`config.mk`:
```
export PLATFORM = sky130hd
export DESIGN_NAME = reg_dump_unit
export DESIGN_NICKNAME = d
export VERILOG_FILES = /design/src/rtl/regfile_pkg.sv /design/src/rtl/reg_dump_unit.sv
export SDC_FILE = /design/constraint.sdc
export NUM_CORES = 1
export LEC_CHECK = 0
export BUFFER_PORTS_ARGS = -buffer_cell sky130_fd_sc_hd__buf_2
export CAP_MARGIN = 20
export CORE_UTILIZATION = 45
export CTS_BUF_LIST = sky130_fd_sc_hd__clkbuf_8
export DETAILED_ROUTE_END_ITERATION = 16
export GPL_TIMING_DRIVEN = 0
export PLACE_DENSITY = 0.76
export SLEW_MARGIN = 20
export SYNTH_ARGS = -nofsm -noshare
export SYNTH_HDL_FRONTEND = slang
export SYNTH_SLANG_ARGS = --single-unit
```
`constraint.sdc`:
```
create_clock -name clk -period 1.5 [get_ports clk]
set_input_delay 0.15 -clock clk [delete_from_list [all_inputs] [get_ports clk]]
set_output_delay 0.15 -clock clk [all_outputs]
set_load 0.02 [all_outputs]
```
`src/rtl/regfile_pkg.sv`:
```
// Shared register-file parameters and the dump FSM state type.
package regfile_pkg;
  localparam int ADDR_W = 5;
  localparam int DATA_W = 32;

  typedef enum logic [1:0] {
    ST_IDLE = 2'd0,
    ST_LOAD = 2'd1,
    ST_SEND = 2'd2,
    ST_DONE = 2'd3
  } dump_state_e;
endpackage

```
`src/rtl/reg_dump_unit.sv`:
```
// Streams a contiguous register range out of a register-file read port,
// one word per LOAD/SEND pair, with abort and range-rejection support.
//
// Stream handshake: a word transfers on a rising edge where out_valid and
// out_ready are both high; while out_valid is high and out_ready is low,
// out_data, out_addr and out_last hold stable. out_valid never drops
// without a transfer except on abort or reset.
module reg_dump_unit
  import regfile_pkg::*;
(
  input  logic              clk,
  input  logic              rstn,
  input  logic              start,
  input  logic [ADDR_W-1:0] first_reg,
  input  logic [ADDR_W-1:0] last_reg,
  input  logic              abort,
  output logic [ADDR_W-1:0] rd_addr,
  input  logic [DATA_W-1:0] rd_data,
  output logic              out_valid,
  input  logic              out_ready,
  output logic [DATA_W-1:0] out_data,
  output logic [ADDR_W-1:0] out_addr,
  output logic              out_last,
  output logic              busy,
  output logic              done,
  output logic              err,
  output dump_state_e       dbg_state
);

  dump_state_e       state_q, state_d;
  logic [ADDR_W-1:0] cur_q, cur_d;
  logic [ADDR_W-1:0] last_q, last_d;
  logic              out_valid_q, out_valid_d;
  logic [DATA_W-1:0] out_data_q, out_data_d;
  logic [ADDR_W-1:0] out_addr_q, out_addr_d;
  logic              out_last_q, out_last_d;
  logic              busy_q, busy_d;
  logic              done_q, done_d;
  logic              err_q, err_d;

  always_comb begin
    state_d     = state_q;
    cur_d       = cur_q;
    last_d      = last_q;
    out_valid_d = out_valid_q;
    out_data_d  = out_data_q;
    out_addr_d  = out_addr_q;
    out_last_d  = out_last_q;
    done_d      = 1'b0;
    err_d       = 1'b0;

    case (state_q)
      ST_IDLE: begin
        if (start) begin
          if (first_reg <= last_reg) begin
            cur_d   = first_reg;
            last_d  = last_reg;
            state_d = ST_LOAD;
          end else begin
            state_d = ST_DONE;
            done_d  = 1'b1;
            err_d   = 1'b1;
          end
        end
      end
      ST_LOAD: begin
        if (abort) begin
          state_d = ST_IDLE;
        end else begin
          out_data_d  = rd_data;
          out_addr_d  = cur_q;
          out_last_d  = (cur_q == last_q);
          out_valid_d = 1'b1;
          state_d     = ST_SEND;
        end
      end
      ST_SEND: begin
        // Abort wins over a handshake landing on the same edge.
        if (abort) begin
          out_valid_d = 1'b0;
          state_d     = ST_IDLE;
        end else if (out_ready) begin
          out_valid_d = 1'b0;
          if (out_last_q) begin
            state_d = ST_DONE;
            done_d  = 1'b1;
          end else begin
            cur_d   = cur_q + 1'b1;
            state_d = ST_LOAD;
          end
        end
      end
      ST_DONE: begin
        state_d = ST_IDLE;
      end
      default: begin
        state_d = ST_IDLE;
      end
    endcase

    busy_d = (state_d != ST_IDLE);
  end

  always_ff @(posedge clk or negedge rstn) begin
    if (!rstn) begin
      state_q     <= ST_IDLE;
      cur_q       <= '0;
      last_q      <= '0;
      out_valid_q <= 1'b0;
      out_data_q  <= '0;
      out_addr_q  <= '0;
      out_last_q  <= 1'b0;
      busy_q      <= 1'b0;
      done_q      <= 1'b0;
      err_q       <= 1'b0;
    end else begin
      state_q     <= state_d;
      cur_q       <= cur_d;
      last_q      <= last_d;
      out_valid_q <= out_valid_d;
      out_data_q  <= out_data_d;
      out_addr_q  <= out_addr_d;
      out_last_q  <= out_last_d;
      busy_q      <= busy_d;
      done_q      <= done_d;
      err_q       <= err_d;
    end
  end

  assign rd_addr   = cur_q;
  assign out_valid = out_valid_q;
  assign out_data  = out_data_q;
  assign out_addr  = out_addr_q;
  assign out_last  = out_last_q;
  assign busy      = busy_q;
  assign done      = done_q;
  assign err       = err_q;
  assign dbg_state = state_q;

endmodule

```
* Word-level counts from Yosys, hierarchy flattened
Index checks and enable logic that the tools add are counted.
** Word-level totals
- Register bits after elaboration :: 54
- Input port bits :: 47
- Output and inout port bits :: 49
** Operators by class
- $add $sub $neg :: 1
- Magnitude comparators :: 1
- Equal/unequal tests :: 11
- Muxes and demuxes :: 24
- Bitwise gates (word level) :: 1
- Reductions and logical operators :: 8
** Operators with widths (count)
- 5-bit 2-to-1 mux :: 5
- 2-bit 2-to-1 mux :: 6
- 2-bit != test, second input constant :: 6
- 5-bit one-hot mux with 2 select lines :: 1
- 1-bit 2-to-1 mux :: 9
- 2-bit one-hot mux with 4 select lines :: 1
- 3-bit AND reduction :: 2
- 6-bit AND reduction :: 1
- 2-bit nonzero test :: 3
- 5-bit by 1-bit adder with 5-bit output, second input constant :: 1
- 5-bit equality test :: 1
- 5-bit less-or-equal comparator :: 1
- 2-bit equality test, second input constant :: 2
- 1-bit one-hot mux with 2 select lines :: 2
- 3-bit != test, second input constant :: 1
- 2-bit by 1-bit equality test with 1-bit output, second input constant :: 1
- 2-bit zero test :: 1
- 2-bit AND reduction :: 1
- 1-bit inverter :: 1

* Depth between registers and ports, before layout
- Depth after elaboration :: 5
- Gate-level depth with buffers :: 6
- Depth with buffers taken out :: 6

* Worst setup path after synthesis
Ideal clock, no wire load.
- Path type :: register to register
- From :: register state_q[1], in the netlist dbg_state[1]
- To :: register cur_q[1], in the netlist rd_addr[1]
- Setup time :: 0.128 ns
- Data arrival time :: 1.613 ns
- Required time :: 1.372 ns
- Slack :: -0.241 ns
- Stages on the path, launching flop included :: 6
- Period minus slack after synthesis :: 1.741 ns
- Path through :: dfrtp_1 -> or3b_1 -> buf_2 -> o31a_4 -> a21oi_4 -> mux2_1
** On the way
- Longest elaborated chain between the ends :: 3
** RTL lines
- start, declared :: line reg_dump_unit.sv:30 : dump_state_e state_q, state_d;
- start signal, assigned :: line reg_dump_unit.sv:117 : state_q <= state_d;
- 2-bit equality test or 2-bit zero test (tied branches) :: line reg_dump_unit.sv:52 : case (state_q)
- 2-bit != test (no line) or 2-bit nonzero test (tied branches)
- 6-bit AND reduction (no line)
- end signal, assigned :: line reg_dump_unit.sv:118 : cur_q <= cur_d;
- end, declared :: line reg_dump_unit.sv:31 : logic [ADDR_W-1:0] cur_q, cur_d;
Parallel ways exist; a longest one is shown, timed or not.
A chain may end at the register's enable or synchronous reset.

* Final worst setup path
Same ends and word-level chain as after synthesis.

==> out/summary.md <==
With fillers left out, the area of the finished cells amounts to 3510 sq um. Data arrival at the endpoint of the critical path: 1.87 ns. The cell area after synthesis is 2380 sq um, and the worst-case clock skew is 0.00666 ns. For this block, the initial DRC count from the detailed router was 103. The tree is rooted in a sky130_fd_sc_hd__clkbuf_8. Sequential elements use 56.8% of the synthesized area. The final RePlAce weighted congestion is 0.838, and the maximum ir drop on the vdd rail is 0.957 mV.

The reg-to-reg critical path endpoint is rd_addr[1]. The area of the placeable core is 5110 sq um. The width of the die came out at 74.7 microns. The signal on the critical path passes through or3b_1, buf_6, o31a_4, a21oi_4, mux2_4. Sorting the synthesized cells by area gives the leading types as sky130_fd_sc_hd__dfrtp_1, sky130_fd_sc_hd__mux2_2, sky130_fd_sc_hd__mux2_1. At the worst endpoint, the required time is 1.69 ns. Number of global-route vias before repair: 1769. The first detailed-routing pass took 4 iterations.

The critical path ends at rd_addr[1]. The cell count of the worst reg-to-reg path came out at 5. The synthesized netlist contains 36 unique library cells. For this run, the total global-route usage over all layers was measured as 20.2%. The number of enable-type register cells in the synthesized netlist came out at 0. The latest clock arrival within the worst-skew pair came out at 0.30 ns. The signed area change from the synthesized netlist to the final layout is 47.6%, and the quantity of I/O buffers inserted on ports is 95. Most used flip-flop cell after synthesis: sky130_fd_sc_hd__dfrtp_1. Cells with a size suffix above 1 make up 59.9% of the layout.

The worst register-to-register path begins at dbg_state[1]. The final worst setup slack was -0.177 ns; the number of cells produced by synthesis was 177. In this design, the stage delay of the slowest critical-path cell is 0.45 ns. The logs give 369 for the filler-free cell count of the finished design and 3020 sq um for the instance area after placement.

In this run the worst path has a maximum fanout of 6. Worst reg-to-reg setup slack: -0.18 ns. The via count of the routed design came out at 1865. The slowest stage of the critical path is the sky130_fd_sc_hd__dfrtp_2 cell. Averaged over all synthesized cells, the footprint is 13.4 sq um. Setup violations remaining at the end of the flow were counted as 47. Global routing finished with a remaining overflow of 0.

The clock drives 54 sinks. The tool flagged a number of max-cap violations equal to 0. The final number of hold-violating endpoints was 0.

The diode insertion count for antenna repair is 0. After detailed routing, the number of remaining DRC violations is 0. The height of the chip is 74.7 microns. In the final timing run, aggregate negative setup slack is -4.54 ns. The startpoint class of the critical path was a register. The post-route total power was 7.30 mW; the initial antenna violation count was 0. The class of the most critical setup path was reg -> reg. The tools report the worst slack on hold paths as 0.0690 ns. The first global-routing pass estimated 8280 microns of wire. The share of flip-flops with an asynchronous set or reset was 100%. The number of antenna-violating nets in the routed design came out at 0. When the netlist entered floorplanning its net count stood at 230.

The die footprint is 5580 sq um. The tightest min-delay check is of the in -> reg type. For the starting utilization of the core area, the log shows 46.6%.

Counting flops and latches in the post-synthesis netlist gives 54. The worst pin sits at a relative slew slack of 55.1%. The tools report the instance count after placement with tap cells included as 342. In this run the power density over the cells is 2080 nW/um^2.

The checks that failed: negative setup slack. For this run, the number of Yosys warnings is 0. After detailed routing, the average wire length per cell comes to 15.2 microns.

The share of synthesized area in the top cell type comes to 56.8%. The count of final max-slew check failures was 0; the number of primary I/O pins was 96. The final-stage net count is 351. The run gives 5630 microns as the routed wire length. TritonCTS built the clock tree. Setup repair after global routing could not meet its margin everywhere. In this run the static leakage power is 1.77 nW. In this run the number of H-tree levels came out at 2. In the routed layout, each cell is associated on average with a via count of 5.05. Entering global routing, the biggest net connects 55 pins.

The worst setup path is captured at a register. Tracing the worst setup path back leads to its startpoint at dbg_state[1]. The smallest clock period supported by the final layout is computed as 1.68 ns.

The highest clock rate is 596 MHz. The clock tree buffer depth came out at 2. The clock edge transition at the registers on the reported setup and hold paths was 0.09 ns; the number of rows in the core area was 26. The worst path uses 112% of the clock period. Leaving out fill and tap cells, the most frequent cell in the layout is sky130_fd_sc_hd__buf_2. HPWL reported at the end of detailed placement: 3570 microns. The top cell type by total area after synthesis is sky130_fd_sc_hd__dfrtp_1. At the pin with the least slew margin, the transition time is 0.674 ns. The tools report the number of CTS-inserted buffers as 5. The run finished, with violations left. In the layout the commonest cells are sky130_fd_sc_hd__buf_2, sky130_fd_sc_hd__dfrtp_1, sky130_fd_sc_hd__mux2_4, sky130_fd_sc_hd__nand2_1, sky130_fd_sc_hd__buf_4.
per-layer routing:
layer | share of wire (%) | global-route usage [%]
met1 | 45 | 26.7
met2 | 50 | 32.5
met3 | 4.1 | 4.02
met4 | 1.5 | 8.39
met5 | 0 | 0
metrics by stage:
step                      utilization, %  setup WS [ns]
after global placement              59.0         -0.332
after global routing                68.8         -0.206
after floorplan                        -         -0.198
final                               68.8         -0.177
after CTS                           67.4         -0.166
after detailed placement            59.0         -0.354
cells by family (layout without fill, tap and decap cells):
family                   Yosys count  count (layout)  synth area share [%]
XOR/XNOR                           5               5                  1.84
buffers and inverters             14             136                  2.84
flip-flops                        54              54                  56.8
AO/OA/AOI/OAI                     25              25                  8.36
AND/OR/NAND/NOR                   29              29                  6.26
adder cells (fa/ha/maj)            6               6                  3.15
multiplexers                      44              44                  20.8
worst max-delay path, delay by kind of cell (launching register included):
family / cells / cell delay (ns)
flip-flops: 1 / 0.45
buffers and inverters: 1 / 0.14
AND/OR/NAND/NOR: 1 / 0.39
multiplexers: 1 / 0.31
AO/OA/AOI/OAI: 2 / 0.27
state kept, by name, indices dropped and copies added, names as in the netlist:
name,cells
busy,1
dbg_state,2
done,1
err,1
last_q,5
out_addr,5
out_data,32
out_last,1
out_valid,1
rd_addr,5
synth_stat cells, types with 2 or more instances:
library cell	number
sky130_fd_sc_hd__a21oi_1	6
sky130_fd_sc_hd__a221oi_1	2
sky130_fd_sc_hd__a2bb2oi_1	2
sky130_fd_sc_hd__buf_2	3
sky130_fd_sc_hd__dfrtp_1	54
sky130_fd_sc_hd__ha_1	6
sky130_fd_sc_hd__inv_1	8
sky130_fd_sc_hd__mux2_1	9
sky130_fd_sc_hd__mux2_2	34
sky130_fd_sc_hd__nand2_1	11
sky130_fd_sc_hd__nand3_1	4
sky130_fd_sc_hd__nand3b_1	2
sky130_fd_sc_hd__nor2_1	4
sky130_fd_sc_hd__nor2b_1	2
sky130_fd_sc_hd__o21ai_0	2
sky130_fd_sc_hd__o22ai_1	4
sky130_fd_sc_hd__xnor2_1	5
timing repair:
action	CTS	global route
resized for setup	42	9
setup buffers	13	2
pin swaps	1	3
endpoints found under the hold margin	54	0
gates cloned	2	1
endpoints found under the setup margin	48	48
hold buffers	1	0
power breakdown:
group	internal (mW)	switching, mW	total (mW)
registers	2.16	0.486	2.65
logic	2.01	1.85	3.87
clock network	0.324	0.458	0.781
worst min-delay path by stage:
stage / startpoint / to / slack (ns) / depth (start not counted)
2_1_floorplan: rstn / busy / -0.15 / 0
3_3_place_gp: rd_data[0] / out_data[0] / 0.38 / 2
3_5_place_dp: rstn / last_q[4] / 0.23 / 1
4_1_cts: rd_data[1] / out_data[1] / 0.06 / 2
5_1_grt: rd_data[0] / out_data[0] / 0.06 / 2
6_report: rd_data[1] / out_data[1] / 0.07 / 2
cell type report:
class / instances / area (sq um)
Buffer: 6 / 86.3
Sequential cell: 54 / 1350
Clock inverter: 3 / 17.5
Inverter: 8 / 30.0
Timing Repair Buffer: 114 / 721
Tap cell: 70 / 87.6
Clock buffer: 5 / 68.8
Fill cell: 387 / 1600
Multi-Input combinational cell: 109 / 1150
Power figures use the tool's default switching activity.
